===== src/rtl/pipeline_ctrl_pkg.sv =====
// Shared definitions for the pipeline hazard controller: FSM encoding,
// forwarding select codes and the hard-wired zero register.
// Latency: n/a (types/constants only). Backpressure: n/a.
package pipeline_ctrl_pkg;

  typedef enum logic [1:0] {
    INIT = 2'b00,
    RUN  = 2'b01,
    WAIT = 2'b10
  } state_e;

  localparam logic [1:0] FWD_RF  = 2'b00;
  localparam logic [1:0] FWD_MEM = 2'b01;
  localparam logic [1:0] FWD_WB  = 2'b10;

  localparam logic [4:0] REG_G0 = 5'd0;

  // True when a producer destination really feeds a consumer source.
  // %g0 reads as zero and is never a dependency.
  function automatic logic reg_match(input logic [4:0] dst, input logic [4:0] src);
    return (dst != REG_G0) && (dst == src);
  endfunction

endpackage


===== src/rtl/pipeline_fwd_unit.sv =====
// EX-stage operand forwarding select for one ALU operand.
// Latency: purely combinational, zero cycles.
// Backpressure: none; evaluated every cycle regardless of stall/freeze.
// Ports: ex_rs (operand source), mem_rd/mem_regwrite and wb_rd/wb_regwrite
//        (in-flight producers), fwd_sel (00 regfile, 01 EX/MEM, 10 MEM/WB).
module pipeline_fwd_unit
  import pipeline_ctrl_pkg::*;
(
  input  logic [4:0] ex_rs,
  input  logic [4:0] mem_rd,
  input  logic       mem_regwrite,
  input  logic [4:0] wb_rd,
  input  logic       wb_regwrite,
  output logic [1:0] fwd_sel
);

  // The younger producer (MEM) holds the newest value, so it wins over WB.
  always_comb begin
    fwd_sel = FWD_RF;
    if (mem_regwrite && reg_match(mem_rd, ex_rs)) begin
      fwd_sel = FWD_MEM;
    end else if (wb_regwrite && reg_match(wb_rd, ex_rs)) begin
      fwd_sel = FWD_WB;
    end
  end

endmodule


===== src/rtl/pipeline_hazard_ctrl.sv =====
// Central enable/clear controller for IF/ID, ID/EX, EX/MEM, MEM/WB plus
// EX operand forwarding selects.
// Latency: all strobes combinational from state and current inputs; the
//   pipeline registers act on them at the next Clk edge.
// Backpressure: a data-memory wait (mem_req & ~mem_ready) freezes the front
//   of the pipe and bubbles MEM/WB until the memory completes.
// Ports: Clk, reset (async active-low); ID/EX/MEM/WB register ids and
//   hazard qualifiers in; pc_en, *_en, *_clr, fwd_a/fwd_b, sticky mem_err
//   and two performance counters out.
// Optional: define PIPELINE_HAZARD_PERF_EN to build the stall/flush
//   counters; otherwise both counter outputs are tied to zero.
module pipeline_hazard_ctrl
  import pipeline_ctrl_pkg::*;
#(
  parameter int unsigned INIT_CYCLES = 2,
  parameter int unsigned MEM_TIMEOUT = 16,
  parameter int unsigned CNT_W       = 32
) (
  input  logic             Clk,
  input  logic             reset,
  input  logic [4:0]       id_rs1,
  input  logic [4:0]       id_rs2,
  input  logic             id_use_rs1,
  input  logic             id_use_rs2,
  input  logic [4:0]       ex_rs1,
  input  logic [4:0]       ex_rs2,
  input  logic [4:0]       ex_rd,
  input  logic             ex_load,
  input  logic             ex_is_branch,
  input  logic             ex_taken,
  input  logic             ex_always,
  input  logic             ex_annul,
  input  logic [4:0]       mem_rd,
  input  logic [4:0]       wb_rd,
  input  logic             mem_regwrite,
  input  logic             wb_regwrite,
  input  logic             mem_req,
  input  logic             mem_ready,
  output logic             pc_en,
  output logic             if_id_en,
  output logic             id_ex_en,
  output logic             ex_mem_en,
  output logic             mem_wb_en,
  output logic             if_id_clr,
  output logic             id_ex_clr,
  output logic             ex_mem_clr,
  output logic             mem_wb_clr,
  output logic [1:0]       fwd_a,
  output logic [1:0]       fwd_b,
  output logic             mem_err,
  output logic [CNT_W-1:0] perf_stall_cnt,
  output logic [CNT_W-1:0] perf_flush_cnt
);

  localparam int unsigned INIT_W = (INIT_CYCLES < 2) ? 1 : $clog2(INIT_CYCLES);
  localparam int unsigned WAIT_W = $clog2(MEM_TIMEOUT + 1);

  state_e            state_q, state_d;
  logic [INIT_W-1:0] init_cnt_q, init_cnt_d;
  logic [WAIT_W-1:0] wait_cnt_q, wait_cnt_d;
  logic              mem_err_q, mem_err_d;

  logic freeze;
  logic lu;
  logic annul;
  logic taken;

  assign freeze = mem_req & ~mem_ready;
  assign lu     = ex_load & (((id_use_rs1 & reg_match(ex_rd, id_rs1))) |
                             ((id_use_rs2 & reg_match(ex_rd, id_rs2))));
  // Untaken annulling branch, or BA,a: the delay slot sitting in ID dies.
  assign annul  = ex_is_branch & ex_annul & (~ex_taken | ex_always);
  assign taken  = ex_is_branch & ex_taken;

  // Next-state and strobe generation.
  always_comb begin
    state_d    = state_q;
    init_cnt_d = '0;
    pc_en      = 1'b1;
    if_id_en   = 1'b1;
    id_ex_en   = 1'b1;
    ex_mem_en  = 1'b1;
    mem_wb_en  = 1'b1;
    if_id_clr  = 1'b0;
    id_ex_clr  = 1'b0;
    ex_mem_clr = 1'b0;
    mem_wb_clr = 1'b0;

    case (state_q)
      RUN, WAIT: begin
        if (freeze) begin
          // Hold everything up to EX/MEM; bubble MEM/WB so the stalled
          // access is not written back once per wait cycle.
          state_d    = WAIT;
          pc_en      = 1'b0;
          if_id_en   = 1'b0;
          id_ex_en   = 1'b0;
          ex_mem_en  = 1'b0;
          mem_wb_clr = 1'b1;
        end else begin
          state_d = RUN;
          if (taken) begin
            if_id_clr = 1'b1;
          end
          if (annul) begin
            // Squashed slot needs no load-use bubble.
            id_ex_clr = 1'b1;
          end else if (lu) begin
            pc_en     = 1'b0;
            if_id_en  = 1'b0;
            id_ex_clr = 1'b1;
          end
        end
      end
      default: begin
        // INIT (and any unreachable code): flush the whole pipe.
        state_d    = INIT;
        init_cnt_d = init_cnt_q + 1'b1;
        pc_en      = 1'b0;
        if_id_en   = 1'b0;
        id_ex_en   = 1'b0;
        ex_mem_en  = 1'b0;
        mem_wb_en  = 1'b0;
        if_id_clr  = 1'b1;
        id_ex_clr  = 1'b1;
        ex_mem_clr = 1'b1;
        mem_wb_clr = 1'b1;
        if (init_cnt_q == INIT_W'(INIT_CYCLES - 1)) begin
          state_d    = RUN;
          init_cnt_d = '0;
        end
      end
    endcase
  end

  // Memory wait supervision: saturating wait counter and sticky timeout.
  always_comb begin
    wait_cnt_d = '0;
    if (freeze && (state_q != INIT)) begin
      wait_cnt_d = (wait_cnt_q == WAIT_W'(MEM_TIMEOUT)) ? wait_cnt_q : wait_cnt_q + 1'b1;
    end
    mem_err_d = mem_err_q | (wait_cnt_d == WAIT_W'(MEM_TIMEOUT));
  end

  always_ff @(posedge Clk or negedge reset) begin
    if (!reset) begin
      state_q    <= INIT;
      init_cnt_q <= '0;
      wait_cnt_q <= '0;
      mem_err_q  <= 1'b0;
    end else begin
      state_q    <= state_d;
      init_cnt_q <= init_cnt_d;
      wait_cnt_q <= wait_cnt_d;
      mem_err_q  <= mem_err_d;
    end
  end

  assign mem_err = mem_err_q;

  pipeline_fwd_unit u_fwd_a (
    .ex_rs        (ex_rs1),
    .mem_rd       (mem_rd),
    .mem_regwrite (mem_regwrite),
    .wb_rd        (wb_rd),
    .wb_regwrite  (wb_regwrite),
    .fwd_sel      (fwd_a)
  );

  pipeline_fwd_unit u_fwd_b (
    .ex_rs        (ex_rs2),
    .mem_rd       (mem_rd),
    .mem_regwrite (mem_regwrite),
    .wb_rd        (wb_rd),
    .wb_regwrite  (wb_regwrite),
    .fwd_sel      (fwd_b)
  );

`ifdef PIPELINE_HAZARD_PERF_EN
  logic [CNT_W-1:0] stall_cnt_q, stall_cnt_d;
  logic [CNT_W-1:0] flush_cnt_q, flush_cnt_d;
  logic             stall_evt;
  logic             flush_evt;

  // INIT-phase clears are the reset flush, not hazards, so they are excluded.
  assign stall_evt = (state_q != INIT) & (freeze | (lu & ~annul));
  assign flush_evt = (state_q != INIT) & (if_id_clr | id_ex_clr);

  always_comb begin
    stall_cnt_d = stall_cnt_q + CNT_W'(stall_evt);
    flush_cnt_d = flush_cnt_q + CNT_W'(flush_evt);
  end

  always_ff @(posedge Clk or negedge reset) begin
    if (!reset) begin
      stall_cnt_q <= '0;
      flush_cnt_q <= '0;
    end else begin
      stall_cnt_q <= stall_cnt_d;
      flush_cnt_q <= flush_cnt_d;
    end
  end

  assign perf_stall_cnt = stall_cnt_q;
  assign perf_flush_cnt = flush_cnt_q;
`else
  assign perf_stall_cnt = '0;
  assign perf_flush_cnt = '0;
`endif

endmodule


===== config.mk =====
export PLATFORM = sky130hd
export DESIGN_NAME = pipeline_hazard_ctrl
export DESIGN_NICKNAME = d
export VERILOG_FILES = /design/src/rtl/pipeline_ctrl_pkg.sv /design/src/rtl/pipeline_fwd_unit.sv /design/src/rtl/pipeline_hazard_ctrl.sv
export SDC_FILE = /design/constraint.sdc
export NUM_CORES = 1
export LEC_CHECK = 0
export CAP_MARGIN = 5
export CORE_ASPECT_RATIO = 1.5
export CORE_MARGIN = 5
export CORE_UTILIZATION = 34
export DETAILED_ROUTE_END_ITERATION = 8
export PLACE_DENSITY = 0.85
export SYNTH_ARGS = -nofsm -noshare
export SYNTH_HDL_FRONTEND = slang
export SYNTH_SLANG_ARGS = --single-unit
export TNS_END_PERCENT = 5

===== constraint.sdc =====
create_clock -name Clk -period 3.2 [get_ports Clk]
set_input_delay 0.48 -clock Clk [delete_from_list [all_inputs] [get_ports Clk]]
set_output_delay 0.48 -clock Clk [all_outputs]
set_load 0.05 [all_outputs]

Word level (Yosys, flattened, before mapping)
Index checks and enable logic that the tools add are counted.
Word-level totals
  flip-flop bits (word level): 9
  bits of input ports: 48
  output and inout bits: 78
  word-level logic and storage cells: 72
Cells by class
  $add $sub $neg: 2
  eq/ne operators: 10
  mux-type cells: 28
  bitwise logic cells: 12
  reduce and logical (&&, ||, !) cells: 16
Operators with widths (count)
  == test 5 bit: 6
  2-to-1 mux 1 bit: 20
  nonzero test 5 bit: 3
  2-to-1 mux 2 bit: 6
  logical AND 1 bit: 11
  == test 5 bit (second input constant): 2
  2-to-1 mux 5 bit: 2
  AND 1 bit: 7
  adder 5 x 1 -> 5 bit (second input constant): 1
  OR 1 bit: 3
  == test 2 x 1 -> 1 bit (second input constant): 1
  == test 2 bit (second input constant): 1
  NOT 1 bit: 2
  nonzero test 2 bit: 1
  OR reduction 2 bit: 1
  adder 1 bit (second input constant): 1

Depth between registers and ports, before layout
  word-level depth: 9
  gate-level depth with buffers: 7
  depth with buffers taken out: 6

Cells and area by module
From an unflattened synthesis, not the netlist that was laid out.
Second synthesis, totals
  cells, all modules: 176
  area total of the unflattened synthesis: 1420.1 µm²
Modules (own cells, without submodules)
  pipeline_hazard_ctrl: instances 1, cells each 136, area an instance 1117.3 µm², seq. area each 225.2 µm²
  pipeline_fwd_unit: instances 2, cells each 20, area an instance 151.4 µm², seq. area each 0.0 µm²

Least setup slack after synthesis
Ideal clock, no wire load.
  path kind: input port to output port
  from: in mem_rd[4]
  to: out fwd_a[1]
  data arrival time: 2.845 ns
  required time: 2.720 ns
  path slack: -0.125 ns
  stages on the path: 4
  buffers on the path: 0
  path through: xnor2_1 nand3_1 nor4_1 nor4_2
Between the ends
  longest elaborated chain between the ends: 4
  elaborated cells between the ends (all ways): 5
  those cells by class: eq/ne: 1; mux: 1; reduce/logical: 3
Ends and longest elaborated chain
  from (decl): RTL line pipeline_hazard_ctrl.sv:33  | input logic [4:0] mem_rd,
  == test 5 bit or nonzero test 5 bit (tied branches): RTL line pipeline_ctrl_pkg.sv:21  | return (dst != REG_G0) && (dst == src);
  logical AND 1 bit *: RTL line pipeline_ctrl_pkg.sv:21
  logical AND 1 bit *: RTL line pipeline_fwd_unit.sv:20  | if (mem_regwrite && reg_match(mem_rd, ex_rs)) begin
  2-to-1 mux 2 bit *: RTL line pipeline_fwd_unit.sv:20
  to (decl): RTL line pipeline_hazard_ctrl.sv:48  | output logic [1:0] fwd_a,
Mark *: on every way between the ends. The rest lies on a longest branch, timed or not.

Worst setup path in the final report
  from: in mem_rd[0]
  to: out fwd_b[1]
Between the ends
  longest elaborated chain between the ends: 4
  elaborated cells between the ends (all ways): 5
  those cells by class: eq/ne: 1; mux: 1; reduce/logical: 3
Ends and longest elaborated chain
  == test 5 bit or nonzero test 5 bit (tied branches): RTL line pipeline_ctrl_pkg.sv:21
  logical AND 1 bit *: RTL line pipeline_ctrl_pkg.sv:21
  logical AND 1 bit *: RTL line pipeline_fwd_unit.sv:20
  2-to-1 mux 2 bit *: RTL line pipeline_fwd_unit.sv:20
  to (decl): RTL line pipeline_hazard_ctrl.sv:49  | output logic [1:0] fwd_b,
Marks and branches as above.

==> out/metrics.cfg <==
[sta]
period_share_pct=89.0
slew_viol_final=0
worst_slew_pin_slew_ns=0.509
timing.fmax_mhz=351
max_slew_margin_pct=65.8
rsz0062_at_grt=false
setup_violations=0
skew_ns=0.00154
final_hold_viol_count=0
fin_crit_ns=2.85
hold_ws_ns=0.407

[synthesis]
netlist_top_cells_area=buf_4 36%, dfrtp_1 16%, xor2_1 15%, xnor2_1 6.3%, ha_1 2.7%
yosysTopAreaCell=buf_4
synth.most_common_cell=buf_4
async_reset_ff_share_pct=100
yosysWarnings=0
yosys.area.top_type_share_pct=35.7
synth_cell_type_count=32
synth_edf_count=0
yosysSeqAreaShare_pct=16.2
syn_avg_cell_area_sq_um=8.25
ys_ff_latch=9
yosys-top-cells-count=66 x buf_4, 24 x xor2_1, 10 x xnor2_1
ys.flop_type=dfrtp_1
synth.cell_area_sq_um=1390
syn-instance-count=168

[hold_path]
min_from=init_cnt_q$_DFF_PN0_
worstHoldPathType=reg2reg

[final_layout]
area_growth_pct=35.6
final_nets=281
diodes=0
drive_above_1_share_pct=7.42

[worst_setup_path]
path_depth=6
worst_r2r_path_depth=6
r2r-start=state_q[0]$_DFF_PN0_
crit_required_ns=2.72
critPathLaunch=mem_rd[0]
slowest_delay_ns=0.57
crit_fanout=3
crit_chain=clkdlybuf4s50_1 -> or4_4 -> o21ai_2 -> nor4_1 -> nor4_2 -> buf_12
r2r_slack_ns=1.53
worstSetupPathType=in2out
crit_buf_inv=2
slowest_stage=or4_4
critPathTopFamily=simple AND/OR/NAND/NOR gates
worst_setup_path_end_kind=primary output
cp-start-kind=primary input
crit_path_end=fwd_b[1]
r2r_end=mem_err$_DFF_PN0_
cp_data_arrival_time_ns=2.37

[drt]
vias=1164
wl_per_cell_microns=12.6
ant_nets=0
wirelength_mm=3.45
drt_pass1_iterations=4
route.detailed.drc=0
vias_per_cell=4.25
drt_iter0_drc=19

[die]
core_sq_um=3960
ios=126
initial_core_util_pct=35.0
die-area_sq_um=5480
dieWidth_microns=62.1
row_count=28
die_y_microns=88.2

[cts]
clk_latency_ns=0.24
htreeDepth=1
cts_buffer_depth=2
path_clk_slew_ns=0.04
cts_tree=yes
cts_hold_buf=0
cts_setup_buffers=0
root_buffer=clkbuf_8
ctsResizeCount=0
clkSinkCount=9
cts_made_buffers=3

[pwr]
p_leak_uw=0.000861
peakVddDrop_mv=0.702
power_density_nw_per_um2=583
power.total_uw=1100

[grt]
grt_pass1_vias=1200
antenna_found_initial=0
grt_pass1_wl_mm=5.06
grt_overflow=0
grt_max_degree=10
grt_use_total_pct=11.4

[job]
cap_violations=0

[status]
status=finished clean

[place]
detailed_place_hpwl_mm=3.11
gp_congestion=0.837
port_buffers=61

==> metal layers <==
layer | track usage [%] | vias to the layer above | routed length (microns)
met5 | 0 | - | 0
met4 | 6.51 | 0 | 128
met3 | 4.49 | 9 | 462
met2 | 22.8 | 95 | 1840
met1 | 9.12 | 520 | 1020
li1 | - | 540 | -
==> kinds of logic (layout without fill, tap and decap cells) <==
| kind of cell | after synthesis | in the layout | synth area share, % |
|---|---|---|---|
| AOI/OAI and AO/OA | 11 | 11 | 5.60 |
| xor gates and xnor gates | 34 | 34 | 21.5 |
| adders and majority gates | 3 | 3 | 2.71 |
| buffers and inverters | 74 | 72 | 37.9 |
| DFF | 9 | 9 | 16.2 |
| other | 1 | 64 | 0.270 |
| and+or+nand+nor | 36 | 36 | 15.8 |
==> layout by cell type (no fill, tap or decap), types with 2 or more instances in the layout <==
cell	n
buf_12	5
buf_4	2
clkbuf_8	3
clkdlybuf4s50_1	54
conb_1	64
dfrtp_1	9
ha_1	3
inv_1	7
nand2_1	4
nand3_1	4
nor2_1	9
nor4_1	4
nor4_2	2
o21a_1	2
o21ai_0	2
or4_1	4
xnor2_1	10
xor2_1	24
==> worst reg2reg max path, cell delays in order, from the launching register on <==
cell and delay [ns]:
dfrtp_1 0.31, inv_1 0.04, ha_1 0.20, or3b_2 0.55, nor2_1 0.12, o21ai_0 0.09
a31o_2 0.25
==> area by class of cell <==
cell class,instances,area (sq um)
Clock buffer,4,45.0
Fill cell,389,2080
Inverter,7,26.3
Multi-Input combinational cell,148,872
Sequential cell,9,225
Tap cell,45,56.3
Timing Repair Buffer,61,656
==> worst min path at each step <==
stage | to | slack [ns] | depth (start not counted)
final | init_cnt_q$_DFF_PN0_ | 0.41 | 1
after CTS | init_cnt_q$_DFF_PN0_ | 0.41 | 1
after global placement | init_cnt_q$_DFF_PN0_ | 0.40 | 1
after floorplan | init_cnt_q$_DFF_PN0_ | 0.18 | 0
after global routing | init_cnt_q$_DFF_PN0_ | 0.44 | 1
after detailed placement | init_cnt_q$_DFF_PN0_ | 0.41 | 1
==> report_power, final <==
part / internal [uW] / total (uW) / switching [uW] / leakage, uW
sequential: 132 / 139 / 6.78 / 0.000120
clock: 87.0 / 135 / 47.9 / 0.0000228
combinational: 265 / 823 / 559 / 0.000718
total: 484 / 1100 / 613 / 0.000861
==> sequential cells by signal, summed over array words and instances, names as in the netlist <==
signal	count
mem_err	1
init_cnt_q	1
wait_cnt_q	5
state_q	2
==> through the flow <==
| stage | setup slack, ns | utilization (%) | setup TNS, ns | cells | area, sq um |
|---|---|---|---|---|---|
| after global placement | 0.375 | 46.4 | 0 | 270 | 1840 |
| after detailed placement | 0.366 | 46.4 | 0 | 270 | 1840 |
| after floorplan | -0.125 | - | -0.249 | 231 | 1620 |
| after CTS | 0.364 | 47.5 | 0 | 274 | 1880 |
| final | 0.352 | 47.5 | 0 | 274 | 1880 |
| after global routing | 0.306 | 47.5 | 0 | 274 | 1880 |
No activity file was read; power rests on OpenSTA's default activity.
